==> src/rtl/uart_plpbot_tx_fifo_pkg.sv <==
// Shared definitions for the UART transmit FIFO: default sizing and the
// 2-bit encoding of the transmit-handshake state machine.
package uart_plpbot_tx_fifo_pkg;

  localparam int UART_FIFO_DEPTH = 16;
  localparam int UART_FIFO_AW    = 4;

  typedef enum logic [1:0] {
    ST_IDLE    = 2'd0,
    ST_SEND    = 2'd1,
    ST_WAIT_LO = 2'd2,
    ST_WAIT_HI = 2'd3
  } tx_state_e;

endpackage

==> src/rtl/uart_plpbot_fifo_mem.sv <==
// DEPTH x 8 byte storage: registered write on the falling clock edge,
// combinational read so the head entry is always visible to the pop logic.
module uart_plpbot_fifo_mem
  import uart_plpbot_tx_fifo_pkg::*;
#(
  parameter int DEPTH = UART_FIFO_DEPTH,
  parameter int AW    = UART_FIFO_AW
) (
  input  logic          clk,
  input  logic          i_we,
  input  logic [AW-1:0] i_waddr,
  input  logic [7:0]    i_wdata,
  input  logic [AW-1:0] i_raddr,
  output logic [7:0]    o_rdata
);

  logic [7:0] r_mem [DEPTH];

  always_ff @(negedge clk) begin
    if (i_we) r_mem[i_waddr] <= i_wdata;
  end

  assign o_rdata = r_mem[i_raddr];

endmodule

==> src/rtl/uart_plpbot_tx_fifo.sv <==
// Byte FIFO in front of the UART core: queues pushed bytes and hands them to
// the core one at a time, waiting for a full cts low-then-high cycle between bytes.
module uart_plpbot_tx_fifo
  import uart_plpbot_tx_fifo_pkg::*;
#(
  parameter int DEPTH = UART_FIFO_DEPTH,
  parameter int AW    = UART_FIFO_AW
) (
  input  logic        clk,
  input  logic        rst,
  input  logic        wr_en,
  input  logic [7:0]  wr_data,
  input  logic        clr_ovf,
  input  logic        cts,
  output logic [7:0]  out_buffer,
  output logic        send,
  output logic        full,
  output logic        empty,
  output logic [AW:0] count,
  output logic        ovf,
  output logic        busy
);

  localparam logic [AW:0] L_DEPTH = (AW+1)'(DEPTH);

  tx_state_e     r_state, w_state_nxt;
  logic [AW-1:0] r_wptr, r_rptr;
  logic [AW:0]   r_count;
  logic          r_ovf;
  logic [7:0]    r_out;
  logic [7:0]    w_head;
  logic          w_pop, w_push_ok, w_drop;

  assign full  = (r_count == L_DEPTH);
  assign empty = (r_count == '0);

  // A pop on the same edge frees a slot, so a push into a full FIFO still lands.
  assign w_pop     = (r_state == ST_IDLE) && !empty && cts;
  assign w_push_ok = wr_en && (!full || w_pop);
  assign w_drop    = wr_en && !w_push_ok;

  uart_plpbot_fifo_mem #(
    .DEPTH (DEPTH),
    .AW    (AW)
  ) u_mem (
    .clk     (clk),
    .i_we    (w_push_ok),
    .i_waddr (r_wptr),
    .i_wdata (wr_data),
    .i_raddr (r_rptr),
    .o_rdata (w_head)
  );

  always_ff @(negedge clk or negedge rst) begin
    if (!rst) begin
      r_wptr  <= '0;
      r_rptr  <= '0;
      r_count <= '0;
      r_ovf   <= 1'b0;
    end else begin
      if (w_push_ok) r_wptr <= r_wptr + AW'(1);
      if (w_pop)     r_rptr <= r_rptr + AW'(1);
      case ({w_push_ok, w_pop})
        2'b10:   r_count <= r_count + (AW+1)'(1);
        2'b01:   r_count <= r_count - (AW+1)'(1);
        default: r_count <= r_count;
      endcase
      if (w_drop)       r_ovf <= 1'b1;
      else if (clr_ovf) r_ovf <= 1'b0;
    end
  end

  always_ff @(negedge clk or negedge rst) begin
    if (!rst) begin
      r_state <= ST_IDLE;
      r_out   <= 8'h00;
    end else begin
      r_state <= w_state_nxt;
      if (w_pop) r_out <= w_head;
    end
  end

  always_comb begin
    w_state_nxt = r_state;
    case (r_state)
      ST_IDLE:    if (w_pop) w_state_nxt = ST_SEND;
      ST_SEND:    w_state_nxt = ST_WAIT_LO;
      ST_WAIT_LO: if (!cts) w_state_nxt = ST_WAIT_HI;
      ST_WAIT_HI: if (cts)  w_state_nxt = ST_IDLE;
      default:    w_state_nxt = ST_IDLE;
    endcase
  end

  assign send       = (r_state == ST_SEND);
  assign busy       = (r_state != ST_IDLE);
  assign out_buffer = r_out;
  assign count      = r_count;
  assign ovf        = r_ovf;

endmodule

==> config.mk <==
export PLATFORM = sky130hd
export DESIGN_NAME = uart_plpbot_tx_fifo
export DESIGN_NICKNAME = d
export VERILOG_FILES = /design/src/rtl/uart_plpbot_tx_fifo_pkg.sv /design/src/rtl/uart_plpbot_fifo_mem.sv /design/src/rtl/uart_plpbot_tx_fifo.sv
export SDC_FILE = /design/constraint.sdc
export NUM_CORES = 1
export LEC_CHECK = 0
export CORE_MARGIN = 4
export CORE_UTILIZATION = 60
export DETAILED_ROUTE_END_ITERATION = 10
export DONT_BUFFER_PORTS = 1
export PLACE_DENSITY = 0.73
export SYNTH_ARGS = -nofsm -noshare
export SYNTH_HDL_FRONTEND = slang
export SYNTH_SLANG_ARGS = --single-unit
==> constraint.sdc <==
create_clock -name clk -period 2.93 [get_ports clk]
set_input_delay 0.4395 -clock clk [delete_from_list [all_inputs] [get_ports clk]]
set_output_delay 0.4395 -clock clk [all_outputs]
set_load 0.01 [all_outputs]
# ---- Word-level counts from Yosys, hierarchy flattened
# Memories as Yosys holds them, arrays and structs flattened. A register that Yosys moved wholly into a read port is not among the register bits.
# Index checks and enable logic that the tools add are counted.
dict set report word_totals {
  register_bits 16
  latch_bits 0
  ramBits 128
  romBits 0
  input_bits 13
  elab_cells 43
  memories 1
}
dict set report classes {
  add_sub_neg 4
  mul 0
  div 0
  magnitude_cmp 0
  n_eq_ne 9
  n_shift 0
  n_mux 9
  bitwise 0
  n_reduce_logical 15
}
# memory words word_bits rd rd_ports_with_merged_regs write_ports line_no
set memory_table {}
lappend memory_table {u_mem.r_mem 16 8 1 1 1 uart_plpbot_fifo_mem.sv:17} ;# logic [7:0] r_mem [DEPTH];
# op count
set ops {}
lappend ops {{$pmux W5 S2} 1}
lappend ops {{$add A4 B1 Y4 const B} 2}
lappend ops {{$pmux W2 S4} 1}
lappend ops {{$eq A2 B2 Y1 const B} 3}
lappend ops {{$mux W2} 3}
lappend ops {{$ne A2 B2 Y1 const B} 3}
lappend ops {{$reduce_bool A2 Y1} 3}
lappend ops {{$add A5 B1 Y5 const B} 1}
lappend ops {{$eq A5 B5 Y1 const B} 1}
lappend ops {{$logic_not A5 Y1} 1}
lappend ops {{$sub A5 B1 Y5 const B} 1}
lappend ops {{$eq A2 B1 Y1 const B} 2}
lappend ops {{$logic_and A1 B1 Y1} 4}
lappend ops {{$logic_not A1 Y1} 4}
lappend ops {{$mux W1} 4}
lappend ops {{$reduce_and A3 Y1} 1}
lappend ops {{$logic_not A2 Y1} 1}
lappend ops {{$logic_or A1 B1 Y1} 1}

# ---- Longest topological paths before layout
# Gate-level depths: netlist of the first run.
dict set report depth {
  word_depth 9
  mapped_depth 12
  mapped_depth_nobuf 12
}

# ---- Hierarchy
# Synthesis of the first run repeated with hierarchy kept, for this count alone.
dict set report hier_totals {
  hier_cells 335
  area_unflattened_um2 6324.8
}
# module n_inst cells_each area_each_um2 seq_area_each_um2
set modules_own_cells {}
lappend modules_own_cells {uart_plpbot_fifo_mem 1 222 4991.0 3843.7}
lappend modules_own_cells {uart_plpbot_tx_fifo 1 113 1333.8 600.6}

==> results of run 1 <==
## layout make-up
type | count | share of cell area, %
multi-input combinational | 154 | 23.0
timing repair buffer | 40 | 4.31
sequential | 152 | 56.5
clock buffer | 17 | 5.27
inverter | 10 | 0.477
tap | 133 | 2.12
clock inverter | 143 | 8.29
## repair_timing
action / 4_1_cts / 5_1_grt
setup endpoints to repair: 12 / 12
pin swaps: 5 / 2
gates resized for setup: 18 / 6
setup buffers: 8 / 5
## per-stage QoR
stage          std cells  TNS, ns  total power [mW]  instance area, sq um
2_1_floorplan        329    -2.99              4.52                  6270
3_3_place_gp         477   -31.25              5.08                  6600
5_1_grt              649    -2.37              8.50                  7860
3_5_place_dp         477   -33.57              5.16                  6600
6_report             649    -1.88              7.96                  7860
4_1_cts              644    -1.79              7.93                  7790
## per-layer routing
metal,share of wire (%),routed length [um],global-route usage (%),vias to the layer above
li1,-,-,-,1649
met1,40,5320,30.9,1843
met2,52,7040,40.5,130
met3,6.3,844,7.40,22
met4,1.7,235,11.8,0
met5,0,0,0,-
## cell families after synthesis
logic type	Yosys count
compound gates	23
xor+xnor	8
fa+ha+maj	14
buf+inv	23
flops	152
mux	53
simple gates	56
## sequential cells by signal (all words and copies together), names as in the netlist
register	flops
count	5
r_state	2
ovf	1
r_rptr	4
r_wptr	4
u_mem.r_mem	128
out_buffer	8
## layout by cell type, fill, tap and decap left out, drive strengths merged, types with 3 or more instances in the layout
master / Yosys / routed
ha: 13 / 13
dfrtn: 24 / 24
mux2i: 18 / 18
buf: 6 / 40
xnor2: 8 / 8
nor2: 5 / 5
mux4: 32 / 32
edfxtp: 128 / 128
and3: 5 / 5
mux2: 3 / 3
a21oi: 3 / 3
o221ai: 9 / 9
nand2: 20 / 20
o21ai: 5 / 5
clkinv: 0 / 5
and2: 14 / 14
inv: 11 / 148
clkbuf: 6 / 17
## Yosys cell counts, types with 2 or more instances
cell / number / area, sq um
nor2_1: 3 / 11.3
o221ai_1: 9 / 78.8
a21oi_1: 2 / 10.0
xnor2_1: 8 / 70.1
nor3_1: 2 / 10.0
mux2_1: 3 / 33.8
nor2_2: 2 / 12.5
dfrtn_1: 24 / 601
inv_1: 11 / 41.3
clkbuf_1: 6 / 22.5
mux2i_1: 18 / 180
o21a_1: 2 / 15.0
and3_1: 5 / 31.3
nand2_1: 20 / 75.1
and2_1: 14 / 87.6
edfxtp_1: 128 / 3840
ha_1: 13 / 163
mux4_2: 32 / 721
nand4_1: 2 / 12.5
buf_2: 6 / 30.0
o21ai_0: 3 / 15.0
## tightest hold or removal path: stages (launching register included)
cell and delay [ns]:
dfrtn_1 0.47, nand2_1 0.06, nand2_1 0.05
## report_power, final
part           total [mW]  internal [mW]  switching (mW)
sequential           2.98           2.72           0.260
combinational        2.20           1.12            1.08
clock                2.79           1.34            1.44
total                7.96           5.17            2.79
## worst min-delay path by stage
stage	to	slack, ns	depth (start not counted)
final	r_rptr[0]$_DFFE_NN0P_	0.50	2
after global routing	r_rptr[0]$_DFFE_NN0P_	0.55	2
after CTS	r_wptr[2]$_DFFE_NN0P_	0.50	1
after detailed placement	r_rptr[0]$_DFFE_NN0P_	0.50	2
after global placement	r_wptr[2]$_DFFE_NN0P_	0.48	1
after floorplan	r_wptr[2]$_DFFE_NN0P_	0.45	1
==> metrics.md, run 1 <==
| Metric | Value |
|---|---|
| Root buffer cell | `clkbuf_8` |
| Pleak | `3.29 nW` |
| Total GRT Usage | `24.9%` |
| Synth Area in Compound Gates | `3.02%` |
| R2R Setup Slk | `0.22 ns` |
| Clk sinks | `152` |
| Max-slew violations | `0` |
| CTS tree | `yes` |
| H-tree depth | `4` |
| Skew final | `0.0682 ns` |
| Post-route DRC | `0` |
| Final wirelength | `13.4 mm` |
| Antenna violations before repair | `0` |
| Worst slew margin | `41.1%` |
| Top FF cell, synth | `edfxtp_1` |
| Area of the die | `0.0120 sq mm` |
| Largest family of logic cells by synthesized area | `multiplexers` |
| Global route overflow | `0` |
| Final Setup Violations | `11` |
| Power Density | `1010 mW/mm^2` |
| IO Count | `31` |
| Final net count | `530` |
| Area of the multi-input gates | `0.00181 sq mm` |
| Maximum VDD drop | `0.000792 V` |
| Die Wd | `110 um` |
| Buffers on Ports | `0` |
| Fraction of registers with async set/reset | `15.8%` |
| DRT antenna net count | `0` |
| Count of unique library cells instantiated by Yosys | `37` |
| Core area | `0.00991 sq mm` |
| Hold Startpoint | `r_rptr[0]$_DFFE_NN0P_` |
| Unrepaired setup endpoints after global routing | `yes` |
| CP Capture Type | `output port` |
| Share of layout cells above drive strength 1 | `27.9%` |
| Placement Setup Slack | `-0.681 ns` |
| Sequential-to-total area share from yosys stat | `71.6%` |
| DP HPWL | `7.57 mm` |
| CTS Buffer Depth | `2` |
| Worst Path Arrival | `3.02 ns` |
| Cells after synthesis | `329` |
| CP Launch Type | `register` |
| Syn_nets | `356` |
| Critical path fanouts, max | `2` |
| Largest net degree at the start of global routing | `35` |
| Mapped Area | `0.00621 sq mm` |
| Register Area | `0.00444 sq mm` |
| Yosys reg bits | `152` |
| Post-Synth Adder-Cell Area | `2.94%` |
| Clock transition at path regs | `0.05 ns` |
| Die height | `110 um` |
| Drt first pass iters | `5` |
| Inserted Diodes | `0` |
| Setup ws final | `-0.526 ns` |
| Worst skew pair latency | `0.51 ns` |
| Hold bufs inserted after CTS | `0` |
| CP Data Required Time | `2.49 ns` |
| CP max stage delay | `0.58 ns` |
| P&R area growth vs syn | `26.6%` |
| Failing checks | `negative setup slack` |
| CP cell instances | `or4_4 > nor2_4` |
| Vias per cell | `5.61` |
| Mux contribution to synthesized area | `15.1%` |
| Crit-path slowest cell | `or4_4` |
| Post-synth EDFFs | `128` |
| Filler cells | `581` |
| Number of global-route vias before repair | `4063` |
| Buf+Inv Stages, Crit Path | `0` |
| Cell family with most CP delay | `simple AND/OR/NAND/NOR gates` |
| Worst setup path endpoint | `empty` |
| Worst hold slack | `0.503 ns` |
| Reg2Reg Depth | `10` |
| Run status | `finished, violations left` |
| HP Class | `register to register` |
| Vias | `3644` |
| Reg-to-reg endpoint | `count[4]$_DFFE_NN0P_` |
| Placer Congestion | `0.762` |
| CP Depth | `2` |
| Mean post-synth cell area | `18.9 sq um` |
| Simple-gate share of the synthesized area | `4.78%` |
| Post-layout util | `79.3%` |
| Worst slew pin tran | `0.884 ns` |
| Initial Util | `62.7%` |
| Reg-to-reg startpoint | `count[1]$_DFFE_NN0P_` |
| Post-synthesis xor/xnor area fraction | `1.13%` |
| Wire length per cell | `20.7 um` |
| Final Hold Vio Count | `0` |
| 1st-iter DRT viols | `290` |
| # Max-Cap Violations | `0` |
| Critical path class | `register to output port` |
| First-pass GRT wire length | `21.1 mm` |
| Crit path launch | `count[1]$_DFFE_NN0P_` |
| Yosys Warn Count | `0` |
| TritonCTS Buffers | `17` |
| Num rows | `36` |
Note: power is estimated with default switching activity, not from simulation.
==> inputs of run 2 (changes only) <==
- ABC_CLOCK_PERIOD_IN_PS: not set -> 2930
==> results of run 2 <==
The final DEF is identical to that of run 1; final timing and power are the same.
